[src/rtl/lsu_mem_master.sv]
// Load/store unit memory master: aligns byte/half/word accesses onto a word-wide memory port.
// Latency: error T+1, single access T+2, split access T+3; one request in flight, req_ready only in IDLE.
module lsu_mem_master #(
    parameter bit SPLIT_EN = 1'b1
) (
    input  logic        clk,
    input  logic        reset,
    input  logic        req_valid,
    output logic        req_ready,
    input  logic        req_we,
    input  logic [1:0]  req_size,
    input  logic        req_unsigned,
    input  logic [31:0] req_addr,
    input  logic [31:0] req_wdata,
    output logic        resp_valid,
    output logic [31:0] resp_rdata,
    output logic        resp_err,
    output logic [31:0] mem_addr,
    output logic        mem_read,
    output logic        mem_write,
    output logic [3:0]  mem_wstrb,
    output logic [31:0] mem_wdata,
    input  logic [31:0] mem_rdata
);

    typedef enum logic [1:0] {IDLE, ACC0, ACC1, DONE} state_t;

    state_t      state_q, state_d;
    logic        we_q, we_d;
    logic [1:0]  size_q, size_d;
    logic        uns_q, uns_d;
    logic [31:0] addr_q, addr_d;
    logic [31:0] wdata_q, wdata_d;
    logic        err_q, err_d;
    logic [31:0] word0_q, word0_d;
    // Only the low three bytes of the second word can ever reach the result.
    logic [23:0] word1_q, word1_d;

    logic [1:0]  off_q;
    logic        cross_q;
    logic        req_cross;
    logic [7:0]  wstrb_wide;
    logic [63:0] wdata_wide;
    logic [31:0] load_word;
    logic [31:0] load_ext;

    function automatic logic crosses(input logic [1:0] size, input logic [1:0] off);
        return (size == 2'b01 && off == 2'b11) || (size == 2'b10 && off != 2'b00);
    endfunction

    function automatic logic [3:0] size_mask(input logic [1:0] size);
        case (size)
            2'b00:   return 4'b0001;
            2'b01:   return 4'b0011;
            default: return 4'b1111;
        endcase
    endfunction

    assign off_q     = addr_q[1:0];
    assign cross_q   = crosses(size_q, off_q);
    assign req_cross = crosses(req_size, req_addr[1:0]);

    // Low half of each wide shift is lane data for ACC0, high half is the spill into ACC1.
    assign wstrb_wide = {4'b0000, size_mask(size_q)} << off_q;
    assign wdata_wide = {32'h0, wdata_q} << {off_q, 3'b000};

    always_comb begin
        load_word = word0_q;
        case (off_q)
            2'b00: load_word = word0_q;
            2'b01: load_word = {word1_q[7:0],  word0_q[31:8]};
            2'b10: load_word = {word1_q[15:0], word0_q[31:16]};
            2'b11: load_word = {word1_q[23:0], word0_q[31:24]};
        endcase
    end

    always_comb begin
        load_ext = load_word;
        case (size_q)
            2'b00:   load_ext = uns_q ? {24'h0, load_word[7:0]}
                                      : {{24{load_word[7]}}, load_word[7:0]};
            2'b01:   load_ext = uns_q ? {16'h0, load_word[15:0]}
                                      : {{16{load_word[15]}}, load_word[15:0]};
            default: load_ext = load_word;
        endcase
    end

    always_comb begin
        state_d = state_q;
        we_d    = we_q;
        size_d  = size_q;
        uns_d   = uns_q;
        addr_d  = addr_q;
        wdata_d = wdata_q;
        err_d   = err_q;
        word0_d = word0_q;
        word1_d = word1_q;
        case (state_q)
            IDLE: begin
                if (req_valid) begin
                    we_d    = req_we;
                    size_d  = req_size;
                    uns_d   = req_unsigned;
                    addr_d  = req_addr;
                    wdata_d = req_wdata;
                    word0_d = 32'h0;
                    word1_d = 24'h0;
                    if (req_size == 2'b11 || (req_cross && !SPLIT_EN)) begin
                        err_d   = 1'b1;
                        state_d = DONE;
                    end else begin
                        err_d   = 1'b0;
                        state_d = ACC0;
                    end
                end
            end
            ACC0: begin
                if (!we_q) word0_d = mem_rdata;
                state_d = cross_q ? ACC1 : DONE;
            end
            ACC1: begin
                if (!we_q) word1_d = mem_rdata[23:0];
                state_d = DONE;
            end
            DONE: state_d = IDLE;
            default: state_d = IDLE;
        endcase
    end

    always_ff @(posedge clk or posedge reset) begin
        if (reset) begin
            state_q <= IDLE;
            we_q    <= 1'b0;
            size_q  <= 2'b00;
            uns_q   <= 1'b0;
            addr_q  <= 32'h0;
            wdata_q <= 32'h0;
            err_q   <= 1'b0;
            word0_q <= 32'h0;
            word1_q <= 24'h0;
        end else begin
            state_q <= state_d;
            we_q    <= we_d;
            size_q  <= size_d;
            uns_q   <= uns_d;
            addr_q  <= addr_d;
            wdata_q <= wdata_d;
            err_q   <= err_d;
            word0_q <= word0_d;
            word1_q <= word1_d;
        end
    end

    // Outputs decode straight from state so an async reset silences them at once.
    always_comb begin
        req_ready  = (state_q == IDLE);
        resp_valid = 1'b0;
        resp_err   = 1'b0;
        resp_rdata = 32'h0;
        mem_addr   = 32'h0;
        mem_read   = 1'b0;
        mem_write  = 1'b0;
        mem_wstrb  = 4'b0000;
        mem_wdata  = 32'h0;
        case (state_q)
            ACC0: begin
                mem_addr  = {addr_q[31:2], 2'b00};
                mem_read  = !we_q;
                mem_write = we_q;
                mem_wstrb = we_q ? wstrb_wide[3:0] : 4'b0000;
                mem_wdata = wdata_wide[31:0];
            end
            ACC1: begin
                mem_addr  = {addr_q[31:2], 2'b00} + 32'd4;
                mem_read  = !we_q;
                mem_write = we_q;
                mem_wstrb = we_q ? wstrb_wide[7:4] : 4'b0000;
                mem_wdata = wdata_wide[63:32];
            end
            DONE: begin
                resp_valid = 1'b1;
                resp_err   = err_q;
                resp_rdata = (we_q || err_q) ? 32'h0 : load_ext;
            end
            default: ;
        endcase
    end

endmodule

[config.mk]
export PLATFORM = sky130hd
export DESIGN_NAME = lsu_mem_master
export DESIGN_NICKNAME = d
export VERILOG_FILES = /design/src/rtl/lsu_mem_master.sv
export SDC_FILE = /design/constraint.sdc
export NUM_CORES = 1
export LEC_CHECK = 0
export BUFFER_PORTS_ARGS = -buffer_cell sky130_fd_sc_hd__buf_4
export CORE_ASPECT_RATIO = 0.75
export CORE_MARGIN = 2
export CORE_UTILIZATION = 35
export DETAILED_ROUTE_END_ITERATION = 10
export GPL_ROUTABILITY_DRIVEN = 0
export GPL_TIMING_DRIVEN = 0
export HOLD_SLACK_MARGIN = 0.06
export MAX_ROUTING_LAYER = met4
export PLACE_DENSITY = 0.65
export REMOVE_ABC_BUFFERS = 1
export SYNTH_ARGS = -nofsm -noshare
export SYNTH_HDL_FRONTEND = slang
export SYNTH_SLANG_ARGS = --single-unit
[constraint.sdc]
create_clock -name clk -period 3.3 [get_ports clk]
set_input_delay 0 -clock clk [delete_from_list [all_inputs] [get_ports clk]]
set_output_delay 0 -clock clk [all_outputs]
set_load 0.02 [all_outputs]
==> impl_metrics.env <==
export IMPL_p_leak_uw=0.00539
export IMPL_critPathMaxStageDelay_ns=0.57
export IMPL_grt_start_max_net_pins=84
export IMPL_ant_nets=0
export IMPL_cp_end_kind="primary output"
export IMPL_finalSetupViolCount=0
export IMPL_grt_pass1_wl_um=42600
export IMPL_io_pins=208
export IMPL_syn_to_final_growth_pct=40.0
export IMPL_dpl_instance_area_um2=10100
export IMPL_first_pass_iters=5
export IMPL_drt_wl_total_um=26900
export IMPL_drc_errors=0
export IMPL_netlist_area_um2=8350
export IMPL_async_flop_share=1.00
export IMPL_synth_distinct_cells=63
export IMPL_synth_ff_type="dfrtp_1"
export IMPL_relSlewSlack=0.145
export IMPL_peakVddDrop_v=0.000517
export IMPL_syn_area_per_cell_um2=9.16
export IMPL_ys_warn_count=0
export IMPL_cts_buffers=17
export IMPL_portBuffers=205
export IMPL_finalCritPeriodShare=0.979
export IMPL_core_um2=23200
export IMPL_critical_path_cell_chain="inv_1, ha_2, buf_12, nand2b_1, nor2_4, a22oi_1, nor2b_1, buf_4"
export IMPL_cts_htree_levels=4
export IMPL_ff2ff_setup_slack_ns=0.72
export IMPL_die_x_um=182
export IMPL_worst_endpoint_required_ns=3.30
export IMPL_drt_iter0_markers=525
export IMPL_start_kind="flop"
export IMPL_fin_skew_ns=0.00849
export IMPL_grt_use_total=0.223
export IMPL_grt_overflow=0
export IMPL_wl_per_cell_um=18.1
export IMPL_grt_pass1_vias=7829
export IMPL_clk_path_buf_depth=2
export IMPL_nFillCells=2153
export IMPL_synth_edf_count=0
export IMPL_vias=8009
export IMPL_slew_viol_final=0
export IMPL_rows=48
export IMPL_maxCapViolations=0
export IMPL_hold_path_class="input pin to async pin"
export IMPL_status="finished, final reports clean"
export IMPL_rsz0062_at_grt="yes"
export IMPL_drive_gt1_frac=0.320
export IMPL_power_density_nw_per_um2=989
export IMPL_clock_sinks=127
export IMPL_hold_violations=0
export IMPL_cts_root_buf="clkbuf_16"
export IMPL_r2r_start="state_q[1]$_DFFE_PP0P_"
export IMPL_setup_tns_final_ns=0
export IMPL_drt_vias_per_instance=5.39
export IMPL_critPathArrivalTime_ns=3.23
export IMPL_reg2reg_to="word0_q[3]$_DFFE_PP0P_"
export IMPL_clk_latency_ns=0.42
export IMPL_start_util=0.359
export IMPL_synth_seq_area_share=0.381
export IMPL_postLayoutCellArea_um2=11700
export IMPL_ys_ff_latch=127
export IMPL_max_freq_mhz=309
export IMPL_period_minus_slack_ns=3.23
export IMPL_cts_tree="yes"
export IMPL_nNetsFinal=1280
export IMPL_path_max_fanout=29
export IMPL_worstSetupPathType="flop to primary output"
export IMPL_crit_slowest_cell="ha_2"
export IMPL_worst_pin_slew_ns=1.28
export IMPL_antenna_found_initial=1
export IMPL_netlist_instances=912
export IMPL_die_y_um=138
export IMPL_post_dp_hpwl_um=17300
export IMPL_path_clk_slew_ns=0.06
export IMPL_die_area_um2=25100
export IMPL_reg2regPathDepth=5
routing by layer:
layer / vias to the layer above / share of wire / GRT usage
li1: 3805 / - / -
met1: 3922 / 0.47 / 0.303
met2: 254 / 0.46 / 0.346
met3: 28 / 0.050 / 0.0412
met4: 0 / 0.015 / 0.0596
met5: - / 0 / -
placed cells by master, fill, tap and decap left out, types with 12 or more instances in the layout:
cell and n:
and2_1 14, mux2_2 90, nor2b_1 21, mux4_2 12
dfrtp_1 125, buf_4 209, nand3_1 68, dlygate4sd3_1 102
o21ai_0 31, a31oi_1 13, clkbuf_16 17, a22o_1 16
a21oi_1 29, nor2_1 49, nand2_1 158, mux2i_1 44
where the power goes:
part           switching (µW)  total, µW  internal, µW
Sequential                986       3290          2300
Clock                     763       1750           984
Combinational            3640       6520          2880
Total                    5390      11600          6160
layout make-up:
class	count	area (µm²)	share of cell area
Timing Repair Buffer	318	2750	0.235
Clock buffer	20	447	0.0382
Multi-Input combinational cell	700	4800	0.411
Tap cell	300	375	0.0321
Clock inverter	12	88.8	0.00760
Sequential cell	127	3190	0.273
Antenna cell	1	2.50	0.000214
Inverter	8	35.0	0.00300
cell usage after synthesis (7+ instances only):
cell type | count | share of area
and2_1 | 14 | 0.010
a31oi_1 | 13 | 0.0097
nand4_1 | 10 | 0.0075
a22o_1 | 16 | 0.017
o211ai_1 | 8 | 0.0072
a31o_2 | 7 | 0.0073
a22oi_1 | 10 | 0.0090
clkbuf_1 | 32 | 0.014
mux2i_1 | 44 | 0.053
a211oi_1 | 11 | 0.0099
and4_1 | 7 | 0.0073
mux4_2 | 12 | 0.032
a21oi_1 | 29 | 0.017
o21ai_0 | 31 | 0.019
inv_1 | 7 | 0.0031
o22ai_1 | 8 | 0.0060
buf_1 | 11 | 0.0049
nand2_1 | 161 | 0.072
nor2_1 | 49 | 0.022
buf_4 | 12 | 0.011
nor2b_1 | 21 | 0.016
o21ai_1 | 12 | 0.0072
mux2_2 | 90 | 0.12
and3_1 | 8 | 0.0060
dfrtp_1 | 127 | 0.38
buf_2 | 22 | 0.013
nand3_1 | 68 | 0.041
worst max path at each step:
stage	startpoint	to	slack, ns	depth (start not counted)
global placement	reset	addr_q[16]$_DFFE_PP0P_	-1.89	2
global route	state_q[0]$_DFFE_PP0P_	mem_addr[16]	-0.19	7
finish	state_q[1]$_DFFE_PP0P_	mem_wdata[2]	0.07	8
detailed placement	state_q[0]$_DFFE_PP0P_	mem_addr[30]	-0.27	7
CTS	state_q[1]$_DFFE_PP0P_	mem_wdata[2]	0.01	8
floorplan	addr_q[0]$_DFFE_PP0P_	resp_rdata[10]	-0.33	3
state kept, by name, summed over array words and instances, names as in the netlist:
signal / count
word1_q: 24
we_q: 1
addr_q: 32
state_q: 2
wdata_q: 32
word0_q: 32
size_q: 2
err_q: 1
uns_q: 1
critical path, delay by kind of cell, from the launching register on:
| kind | cells | cell delay (ns) |
|---|---|---|
| simple gates | 3 | 1.11 |
| fa+ha+maj | 1 | 0.57 |
| flops | 1 | 0.41 |
| compound gates | 1 | 0.15 |
| buf+inv | 3 | 0.57 |
cell families after synthesis:
| kind of cell | Yosys count | synth area share |
|---|---|---|
| other | 1 | 0.000449 |
| buffers and inverters | 86 | 0.0482 |
| DFF | 127 | 0.381 |
| adders and majority gates | 5 | 0.00749 |
| xor gates and xnor gates | 2 | 0.00210 |
| muxes | 147 | 0.208 |
| AOI/OAI and AO/OA | 175 | 0.141 |
| and+or+nand+nor | 369 | 0.212 |
through the flow:
step	hold WS, ns	utilization	worst slack (ns)	instances	total power, µW
2_1_floorplan	0.136	-	-0.335	835	7340
5_1_grt	0.177	0.503	-0.186	1486	12400
4_1_cts	0.146	0.503	0.00968	1485	11600
6_report	0.148	0.503	0.0681	1486	11600
3_5_place_dp	0.0475	0.435	-0.268	1351	9680
3_3_place_gp	0.233	0.426	-1.89	1340	9520
timing repair:
| item | 4_1_cts | 5_1_grt |
|---|---|---|
| hold buffers | 102 | 0 |
| setup buffers | 0 | 0 |
| setup endpoints to repair | 43 | 31 |
| resized for setup | 5 | 2 |
| hold endpoints to repair | 193 | 0 |
(Power assumes the default switching activity.)
